==> src/rtl/timer_periph.sv <==
// Memory-mapped 32-bit timer: prescaled up-counter with compare match,
// optional auto-reload and a level interrupt. Register reads are combinational.
module timer_periph #(
    parameter int unsigned PRESCALE_W = 8
) (
    input  logic        i_clk,
    input  logic        i_rst_n,
    input  logic        i_vld,
    input  logic        i_wren,
    input  logic [3:0]  i_addr,
    input  logic [31:0] i_wdata,
    input  logic [3:0]  i_bmask,
    output logic [31:0] o_rdata,
    output logic        o_irq
);

    localparam int unsigned DATA_W   = 32;
    localparam int unsigned NBYTES   = DATA_W / 8;
    localparam int unsigned PSC_LSB  = 8;
    localparam logic [1:0]  REG_CTRL   = 2'd0;
    localparam logic [1:0]  REG_COUNT  = 2'd1;
    localparam logic [1:0]  REG_CMP    = 2'd2;
    localparam logic [1:0]  REG_STATUS = 2'd3;

    logic                  en_q, en_d;
    logic                  auto_q, auto_d;
    logic                  irq_en_q, irq_en_d;
    logic [PRESCALE_W-1:0] prescale_q, prescale_d;
    logic [PRESCALE_W-1:0] psc_cnt_q, psc_cnt_d;
    logic [DATA_W-1:0]     count_q, count_d;
    logic [DATA_W-1:0]     cmp_q, cmp_d;
    logic                  match_q, match_d;
    logic                  irq_q, irq_d;

    logic [DATA_W-1:0]     ctrl_img;
    logic [DATA_W-1:0]     ctrl_mask;
    logic [DATA_W-1:0]     ctrl_wr;
    logic                  wr_en;
    logic                  tick;
    logic                  hit;
    logic                  unused_addr_bits;
    logic                  unused_ctrl_bits;

    // Byte-enable merge of store data into an existing register image.
    function automatic logic [DATA_W-1:0] merge_bytes(
        input logic [DATA_W-1:0] old_v,
        input logic [DATA_W-1:0] new_v,
        input logic [NBYTES-1:0] be
    );
        logic [DATA_W-1:0] res;
        res = old_v;
        for (int b = 0; b < int'(NBYTES); b++) begin
            if (be[b]) begin
                res[8*b +: 8] = new_v[8*b +: 8];
            end
        end
        return res;
    endfunction

    always_comb begin
        ctrl_img                       = '0;
        ctrl_img[0]                    = en_q;
        ctrl_img[1]                    = auto_q;
        ctrl_img[2]                    = irq_en_q;
        ctrl_img[PSC_LSB +: PRESCALE_W] = prescale_q;
    end

    always_comb begin
        ctrl_mask                        = '0;
        ctrl_mask[2:0]                   = 3'b111;
        ctrl_mask[PSC_LSB +: PRESCALE_W] = '1;
    end

    assign ctrl_wr = merge_bytes(ctrl_img, i_wdata, i_bmask);
    assign wr_en   = i_vld & i_wren;
    assign tick    = en_q && (psc_cnt_q == prescale_q);
    assign hit     = tick && (count_q == cmp_q);

    // Only word-aligned decode is used; reserved CTRL write bits are dropped.
    assign unused_addr_bits = ^i_addr[1:0];
    assign unused_ctrl_bits = ^(ctrl_wr & ~ctrl_mask);

    // Combinational load path; forced to zero outside a valid load or in reset.
    always_comb begin
        o_rdata = '0;
        if (i_rst_n && i_vld && !i_wren) begin
            unique case (i_addr[3:2])
                REG_CTRL:   o_rdata = ctrl_img;
                REG_COUNT:  o_rdata = count_q;
                REG_CMP:    o_rdata = cmp_q;
                REG_STATUS: o_rdata = {{(DATA_W-1){1'b0}}, match_q};
                default:    o_rdata = '0;
            endcase
        end
    end

    // Next-state: tick/match from pre-write state, then software writes, then match set.
    always_comb begin
        en_d       = en_q;
        auto_d     = auto_q;
        irq_en_d   = irq_en_q;
        prescale_d = prescale_q;
        cmp_d      = cmp_q;
        match_d    = match_q;
        irq_d      = match_q & irq_en_q;
        count_d    = count_q;
        psc_cnt_d  = '0;

        if (en_q && !tick) begin
            psc_cnt_d = psc_cnt_q + PRESCALE_W'(1);
        end

        if (tick) begin
            count_d = (hit && auto_q) ? '0 : count_q + DATA_W'(1);
        end

        if (wr_en) begin
            unique case (i_addr[3:2])
                REG_CTRL: begin
                    en_d       = ctrl_wr[0];
                    auto_d     = ctrl_wr[1];
                    irq_en_d   = ctrl_wr[2];
                    prescale_d = ctrl_wr[PSC_LSB +: PRESCALE_W];
                    if ((prescale_d != prescale_q) || (en_q && !en_d)) begin
                        psc_cnt_d = '0;
                    end
                end
                REG_COUNT:  count_d = merge_bytes(count_q, i_wdata, i_bmask);
                REG_CMP:    cmp_d   = merge_bytes(cmp_q, i_wdata, i_bmask);
                REG_STATUS: begin
                    if (i_bmask[0] && i_wdata[0]) begin
                        match_d = 1'b0;
                    end
                end
                default: ;
            endcase
        end

        if (hit) begin
            match_d = 1'b1;
        end
    end

    always_ff @(posedge i_clk) begin
        if (!i_rst_n) begin
            en_q       <= 1'b0;
            auto_q     <= 1'b0;
            irq_en_q   <= 1'b0;
            prescale_q <= '0;
            psc_cnt_q  <= '0;
            count_q    <= '0;
            cmp_q      <= '0;
            match_q    <= 1'b0;
            irq_q      <= 1'b0;
        end else begin
            en_q       <= en_d;
            auto_q     <= auto_d;
            irq_en_q   <= irq_en_d;
            prescale_q <= prescale_d;
            psc_cnt_q  <= psc_cnt_d;
            count_q    <= count_d;
            cmp_q      <= cmp_d;
            match_q    <= match_d;
            irq_q      <= irq_d;
        end
    end

    assign o_irq = irq_q;

endmodule

==> config.mk <==
export PLATFORM = sky130hd
export DESIGN_NAME = timer_periph
export DESIGN_NICKNAME = d
export VERILOG_FILES = /design/src/rtl/timer_periph.sv
export SDC_FILE = /design/constraint.sdc
export NUM_CORES = 1
export LEC_CHECK = 0
export BUFFER_PORTS_ARGS = -buffer_cell sky130_fd_sc_hd__clkbuf_2
export CAP_MARGIN = 40
export CORE_MARGIN = 1
export CORE_UTILIZATION = 35
export DETAILED_ROUTE_END_ITERATION = 10
export PLACE_DENSITY = 0.62
export SLEW_MARGIN = 40
export SYNTH_ARGS = -nofsm -noshare
export SYNTH_HDL_FRONTEND = slang
export SYNTH_SLANG_ARGS = --single-unit
==> constraint.sdc <==
create_clock -name i_clk -period 2 [get_ports i_clk]
set_clock_uncertainty 0.05 [all_clocks]
set_input_delay 0.3 -clock i_clk [delete_from_list [all_inputs] [get_ports i_clk]]
set_output_delay 0.3 -clock i_clk [all_outputs]
set_load 0.02 [all_outputs]
# Word-level counts from Yosys, hierarchy flattened
# Cells that the tools add are included.
# word_totals
register_bits,85
latchBits,0
mem_bits_rw,0
romBits,0
inputBits,44
word_cells,72
n_memories,0
# classes
add_sub_neg,2
multipliers,0
n_div,0
magnitude_cmp,0
n_eq_ne,10
n_shift,0
muxes,20
bitwise,2
n_reduce_logical,23
# ops
op,count
32-bit 2-to-1 mux,5
32-bit case mux with 4 select lines,1
8-bit 2-to-1 mux,9
32-bit by 1-bit adder with 32-bit output (second input constant),1
32-bit == test,1
3-bit AND reduction,6
3-bit inequality test (second input constant),4
8-bit by 1-bit adder with 8-bit output (second input constant),1
8-bit == test,1
1-bit logical AND,8
8-bit inequality test,1
2-bit nonzero test,3
1-bit 2-to-1 mux,5
2-bit == test (second input constant),2
1-bit zero test,3
1-bit bitwise AND,2
2-bit by 1-bit == test with 1-bit output (second input constant),1
2-bit zero test,1
2-bit AND reduction,1
1-bit logical OR,1

# Longest topological paths before layout
# Gate-level depths: netlist of the first run.
# depth
depth_word,8
depth_mapped,9
depth_no_buf,8

# Worst setup path after synthesis of the first run
# OpenSTA, ideal clock, no wires.
# synth_path
path_kind,reg2reg
from,register prescale_q[7]
to,register count_q[31]
setup_time_ns,0.123
arrival_ns,1.984
required_time_ns,1.827
slack_ns,-0.156
stages_incl_launch_ff,9
period_less_slack_ns,2.156
path_cell_list,dfxtp_1 > buf_6 > xor2_1 > or4_4 > nor4_4 > nand2_2 > o211a_1 > o21ai_1 > nand3_1
# synth_between
elab_chain_cells,8
# synth_rtl
element,line_no,text
start: declaration,28,"logic [PRESCALE_W-1:0] prescale_q, prescale_d;"
start signal: assignment,159,prescale_q <= prescale_d;
8-bit == test (*),76,assign tick = en_q && (psc_cnt_q == prescale_q);
1-bit logical AND (*),76,
1-bit logical AND,77,assign hit = tick && (count_q == cmp_q);
1-bit logical AND,114,count_d = (hit && auto_q) ? '0 : count_q + DATA_W'(1);
32-bit 2-to-1 mux,114,
32-bit 2-to-1 mux (*),113,if (tick) begin
32-bit 2-to-1 mux,118,unique case (i_addr[3:2])
32-bit 2-to-1 mux (*),117,if (wr_en) begin
end signal: assignment,161,count_q <= count_d;
end: declaration,30,"logic [DATA_W-1:0] count_q, count_d;"
# Every way passes the cells marked *; elsewhere a longest branch is shown, timed or not.
# A chain may end at the register's enable or synchronous reset.

# Worst setup path in the final report of the first run
# layout_path
from,register count_q[31]
to,register count_q[23]
# layout_between
elab_chain_cells,7
# layout_rtl
element,line_no
32-bit == test (*),77
1-bit logical AND (*),77
1-bit logical AND (*),114
32-bit 2-to-1 mux (*),114
32-bit 2-to-1 mux (*),113
32-bit 2-to-1 mux,118
32-bit 2-to-1 mux (*),117
# Marks and branches as above.

==> run_results.csv, run 1 <==
group,metric,value,unit
global_routing,antenna_found_initial,0,
yosys,avgSynthCellArea,7.50,um2
worst_setup_path,worstPathRequired,2.19,ns
global_routing,gr-total-overflow,0,
global_routing,grt.busiest_layer,"met2",
clocking,clock_latency,0.35,ns
worst_setup_path,max_stage_delay,0.43,ns
global_routing,first_global_vias,5516,
global_routing,grtUsageMet3,3.85,%
yosys,yosys.area.top_type,"dfxtp_1",
final_layout,num_antenna_cells,0,
power_and_ir_drop,p_per_area,512,mW/mm2
worst_setup_path,cp_data_arrival_time,2.40,ns
route,num_vias,5776,
worst_setup_path,critical_path_class,"reg2reg",
floorplan,initial_utilization,36.2,%
placement,gp_congestion,0.894,
floorplan,rows,44,
route,first_pass_iters,9,
power_and_ir_drop,power.leakage,3.25,nW
yosys,synth_edf_count,0,
yosys,yosys_warnings,0,
clocking,postCtsHoldBufs,0,
timing,layout_setup_ws,-0.207,ns
worst_setup_path,path_cells,"xor2_2 > nor4_2 > buf_4 > nand4_1 > or3_4 > o21ai_4 > buf_6 > o22ai_1 > o211a_1",
timing,finalCritPeriodShare,110,%
worst_setup_path,path_delay_family,"simple AND/OR/NAND/NOR gates",
final_layout,final_cells,1070,
timing,fin_crit,2.21,ns
yosys,synth_top_area_share,32.0,%
clocking,h-tree-depth,3,
floorplan,ios,77,
yosys,seq_area_frac_synth,32.0,%
yosys,ys_seq_elements,85,
final_layout,fin_util,50.7,%
min_path,min_path_type,"in2reg",
placement,dp_hpwl,13600,um
global_routing,met2_usage,39.2,%
global_routing,grt_usage,23.4,%
placement,port_buffers,74,
floorplan,die_area,0.0157,mm2
yosys,yosysMostFrequentCell,"dfxtp_1",
timing,finalHoldWorstSlack,0.143,ns
final_layout,area_growth,40.1,%
global_routing,grt_max_degree,51,
yosys,yosys_most_used_dff,"dfxtp_1",
global_routing,use_met1,30.6,%
worst_setup_path,cp-start-kind,"flop",
timing,rsz0062_at_grt,"true",
worst_setup_path,path_buf_inv,2,
floorplan,die_w,125,um
floorplan,die_h,125,um
final_layout,drive_gt1_share,35.2,%
timing,setup_viol_count_final,32,
route,drt_first_iter_violations,348,
yosys,synth_nets,755,
clocking,cts-root-buf,"clkbuf_16",
worst_setup_path,critPathMaxFanout,4,
worst_setup_path,cp_slowest_cell,"or3_4",
clocking,cts_tree,"done",
yosys,ys_async_sr_fraction,0,%
yosys,netlist_area,0.00532,mm2
timing,hold_violations,0,
route,routed_wl,18300,um
clocking,clk_pin_slew_worst_paths,0.07,ns
yosys,ys_types,54,
route,vias_per_cell,5.40,
yosys,synth_common_cells,"dfxtp_1, nand2_1, nand3_1, nor2_1, a21oi_1",
floorplan,coreArea,0.0147,mm2
timing,setup_tns,-3.31,ns
route,final_antenna_net_count,0,
clocking,cts.sinks,85,
placement,placed_cells,1045,
yosys,synth.area.top_cells,"dfxtp_1, xor2_1, nand3_1, a21oi_1, nand2_1",
global_routing,grt_pass1_wl,28800,um
final_layout,fillCellCount,1418,
status,violations,"DRC, setup timing",
route,avgRoutedWirePerCell,17.1,um
clocking,clockBufferDepth,2,
status,status,"complete, but fails checks",
final_layout,final_nets,927,
yosys,synth_cells,709,
timing,drv_slew,0,
power_and_ir_drop,worst_ir_drop_vdd,0.409,mV
route,drc,2,
clocking,cts_inserted_buffers,9,
worst_setup_path,end_kind,"flop",
flow_run,max_cap_violations,0,
timing,fmax,0.453,GHz
timing,relSlewSlack,69.3,%
timing,tightestPinTransition,0.457,ns
[tightest hold or removal path: cells and delay by family]
family | cells | cell delay (ns)
buffers and inverters | 1 | 0.09
AND/OR/NAND/NOR | 1 | 0.06
AO/OA/AOI/OAI | 1 | 0.05
[kinds of logic after synthesis]
| group | Yosys count | share of synthesized area [%] |
|---|---|---|
| and+or+nand+nor | 318 | 29.9 |
| muxes | 18 | 3.62 |
| xor gates and xnor gates | 68 | 11.2 |
| buffers and inverters | 70 | 5.55 |
| AOI/OAI and AO/OA | 148 | 17.3 |
| DFF | 85 | 32.0 |
| adders and majority gates | 2 | 0.470 |
[registers in the layout (all words and copies together), names as in the netlist]
name,cells
auto_q,1
cmp_q,32
count_q,32
en_q,1
irq_en_q,1
match_q,1
o_irq,1
prescale_q,8
psc_cnt_q,8
[metrics by stage]
| stage | setup WS (ns) | power, mW | cell area (um2) |
|---|---|---|---|
| floorplan | -0.136 | 2.00 | 5390 |
| global placement | -0.305 | 2.22 | 6800 |
| detailed placement | -0.325 | 2.22 | 6800 |
| CTS | -0.195 | 3.83 | 7360 |
| global route | -0.277 | 3.95 | 7450 |
| finish | -0.207 | 3.82 | 7450 |
[routing by layer]
layer | vias to the layer above | wire, um
li1 | 2865 | -
met1 | 2713 | 8300
met2 | 171 | 8540
met3 | 27 | 1010
met4 | 0 | 392
met5 | - | 0
[cells in the final DEF, fill, tap and decap left out, drive strengths merged, types with 3 or more instances in the layout]
cell type,instances
a21oi,67
a22oi,25
a32oi,3
and2,3
and3,19
and4,3
buf,151
clkbuf,85
clkinv,3
dfxtp,85
inv,7
mux2i,17
nand2,78
nand3,74
nand3b,3
nand4,17
nor2,70
nor2b,7
nor3,13
nor4,20
o211a,7
o21ai,24
o22ai,5
or3,3
or4,3
xnor2,16
xor2,52
[worst paths after layout]
check / from / slack [ns] / cells after the start / to
setup reg to reg: count_q[31]$_SDFFE_PN0P_ / -0.21 / 9 / count_q[23]$_SDFFE_PN0P_
hold / removal: i_wdata[23] / 0.14 / 3 / cmp_q[23]$_SDFFE_PN0P_
setup / recovery: count_q[31]$_SDFFE_PN0P_ / -0.21 / 9 / count_q[23]$_SDFFE_PN0P_
hold reg to reg: irq_en_q$_SDFFE_PN0P_ / 0.42 / 2 / irq_en_q$_SDFFE_PN0P_
[cell type report]
class                           instances  area, um2  share of cell area, %
Multi-Input combinational cell        554       3560                   47.8
Sequential cell                        85       1730                   23.3
Timing Repair Buffer                  224       1620                   21.8
Clock buffer                           12        256                   3.44
Tap cell                              184        230                   3.09
Inverter                                7       26.3                  0.353
Clock inverter                          4       22.5                  0.302
[where the power goes]
part           internal, mW  switching (mW)  leakage, nW
registers              1.71          0.0222        0.696
clock network         0.904           0.699        0.138
logic                 0.196           0.282         2.42
total                  2.81            1.00         3.25
[repair_timing]
action / in CTS / in global routing
endpoints found under the setup margin: 32 / 34
gates cloned: 1 / 0
pin swaps: 30 / 9
setup buffers: 10 / 0
gates resized for setup: 66 / 24
No activity file was read; power rests on OpenSTA's default activity.
==> inputs of run 2 (changes only) <==
==> constraint.sdc (replaced) <==
create_clock -name i_clk -period 2 [get_ports i_clk]
set_clock_uncertainty 0.05 [all_clocks]
set_input_delay 0.1 -clock i_clk [delete_from_list [all_inputs] [get_ports i_clk]]
set_output_delay 0.1 -clock i_clk [all_outputs]
set_load 0.02 [all_outputs]
==> run 2 against run 1 <==
  * The flow finishes with violations (setup timing)
  * Non-clock buffer count is 17 higher
  * Global-route usage is 0.12 points higher
  * Sequential power hardly changed
  * Final cell count is 1.5% higher
  * Core utilization is 1.2 points higher
  * Count of clock-buffer cells in the layout is 2 higher
  * Clock power is 8% higher
  * Critical path depth stayed put
  * Sequential share of layout area is 0.41 points lower
  * Total power is 3.7% higher
  * Design area is 2.3% higher
  * Largest cell class unchanged
==> run_results.csv, run 2 (synthesis results as in run 1) <==
group,metric,value,unit
flow_run,max_cap_violations,0,
floorplan,die_h,125,um
worst_setup_path,end_kind,"flop",
final_layout,design_area,0.00762,mm2
timing,setup_tns,-2.48,ns
route,avgRoutedWirePerCell,17.0,um
worst_setup_path,worstPathRequired,2.19,ns
route,vias_per_cell,5.50,
clocking,cts_tree,"done",
placement,placed_cells,1039,
placement,gp_congestion,0.916,
worst_setup_path,cp-start-kind,"flop",
worst_setup_path,cp_data_arrival_time,2.41,ns
floorplan,rows,44,
clocking,clock_latency,0.35,ns
final_layout,largestRegisters,"cmp_q (32), count_q (32)",
worst_setup_path,critPathMaxFanout,4,
power_and_ir_drop,power.leakage,3.28,nW
timing,setup_viol_count_final,26,
clocking,clk_pin_slew_worst_paths,0.06,ns
route,routed_wl,18500,um
final_layout,drive_gt1_share,33.0,%
timing,drv_slew,0,
floorplan,ios,77,
final_layout,final_cells,1086,
final_layout,final_nets,944,
clocking,cts_inserted_buffers,9,
power_and_ir_drop,total_power,3.96,mW
timing,fin_crit,2.22,ns
clocking,cts-root-buf,"clkbuf_16",
final_layout,num_antenna_cells,0,
global_routing,antenna_found_initial,0,
floorplan,die_w,125,um
route,drc,0,
route,num_vias,5975,
clocking,h-tree-depth,3,
placement,dp_hpwl,13700,um
placement,place_area,0.00675,mm2
timing,fmax,0.450,GHz
floorplan,die_area,0.0157,mm2
floorplan,initial_utilization,36.2,%
global_routing,gr-total-overflow,0,
status,violations,"setup timing",
timing,relSlewSlack,65.9,%
global_routing,grt_pass1_wl,29200,um
route,final_antenna_net_count,0,
timing,hold_violations,0,
global_routing,grt_max_degree,48,
worst_setup_path,critical_path_class,"reg2reg",
power_and_ir_drop,worst_ir_drop_vdd,0.295,mV
route,drt_first_iter_violations,354,
status,status,"complete, but fails checks",
timing,rsz0062_at_grt,"true",
min_path,min_path_type,"in2reg",
floorplan,coreArea,0.0147,mm2
final_layout,area_growth,43.3,%
placement,port_buffers,74,
route,first_pass_iters,7,
final_layout,final_cell_mix,"buf_4, nand2_1, clkbuf_2, nor2_1, nand3_1",
timing,finalCritPeriodShare,111,%
global_routing,grt_usage,23.5,%
clocking,clockBufferDepth,2,
timing,layout_setup_ws,-0.221,ns
final_layout,final_common_cell,"buf_4",
final_layout,fillCellCount,1352,
timing,tightestPinTransition,0.510,ns
power_and_ir_drop,p_per_area,519,mW/mm2
clocking,cts.sinks,85,
global_routing,first_global_vias,5648,
==> run 2: what timing repair did <==
item,CTS,global route
cloned,0,1
gates resized for setup,47,21
setup endpoints to repair,32,32
pin swaps,22,8
hold buffers,23,0
setup buffers,3,5
hold endpoints to repair,31,0
==> run 2: worst paths after layout <==
check,from,end,slack [ns],depth (start not counted)
worst max-delay path,cmp_q[15]$_SDFFE_PN0P_,count_q[30]$_SDFFE_PN0P_,-0.22,9
worst min-delay path,i_wdata[9],cmp_q[9]$_SDFFE_PN0P_,0.006,3
worst max register to register,cmp_q[15]$_SDFFE_PN0P_,count_q[30]$_SDFFE_PN0P_,-0.22,9
worst min register to register,cmp_q[28]$_SDFFE_PN0P_,cmp_q[28]$_SDFFE_PN0P_,0.43,2
==> run 2: metrics by stage <==
step,worst slack (ns),utilization [%],hold slack [ns]
2_1_floorplan,-0.136,-,0.167
6_report,-0.221,51.9,0.00611
3_5_place_dp,-0.316,45.9,0.301
4_1_cts,-0.171,51.0,0.00535
5_1_grt,-0.277,51.9,0.0149
3_3_place_gp,-0.263,45.9,0.307
==> run 2: power breakdown <==
| group | total, mW | switching, mW | internal [mW] |
|---|---|---|---|
| Clock | 1.73 | 0.696 | 1.03 |
| Combinational | 0.496 | 0.285 | 0.212 |
| Sequential | 1.73 | 0.0229 | 1.71 |
| Total | 3.96 | 1.00 | 2.95 |
==> run 2: layer usage <==
layer | part of all wire (%) | GRT usage, % | vias up
li1 | - | - | 2898
met1 | 46 | 31.0 | 2893
met2 | 47 | 39.1 | 153
met3 | 4.5 | 3.12 | 31
met4 | 2.0 | 8.68 | 0
met5 | 0 | 0 | -
==> run 2: cell type report <==
cell class                 instances  area (um2)  share of cell area, %
clock buffer                      14         264                   3.46
clock inverter                     1        30.0                  0.394
inverter                           7        26.3                  0.345
multi-input combinational        554        3570                   46.9
sequential                        85        1740                   22.8
tap                              184         230                   3.02
timing repair buffer             241        1760                   23.1
==> run 2: worst max-delay path: stages, from the launching register on <==
cell and delay [ns]:
dfxtp_2 0.33, xor2_2 0.20, nor4_2 0.31, buf_4 0.15, nand4_1 0.12, or3_4 0.38
o21ai_4 0.20, buf_12 0.14, o22ai_1 0.07, and2_1 0.16
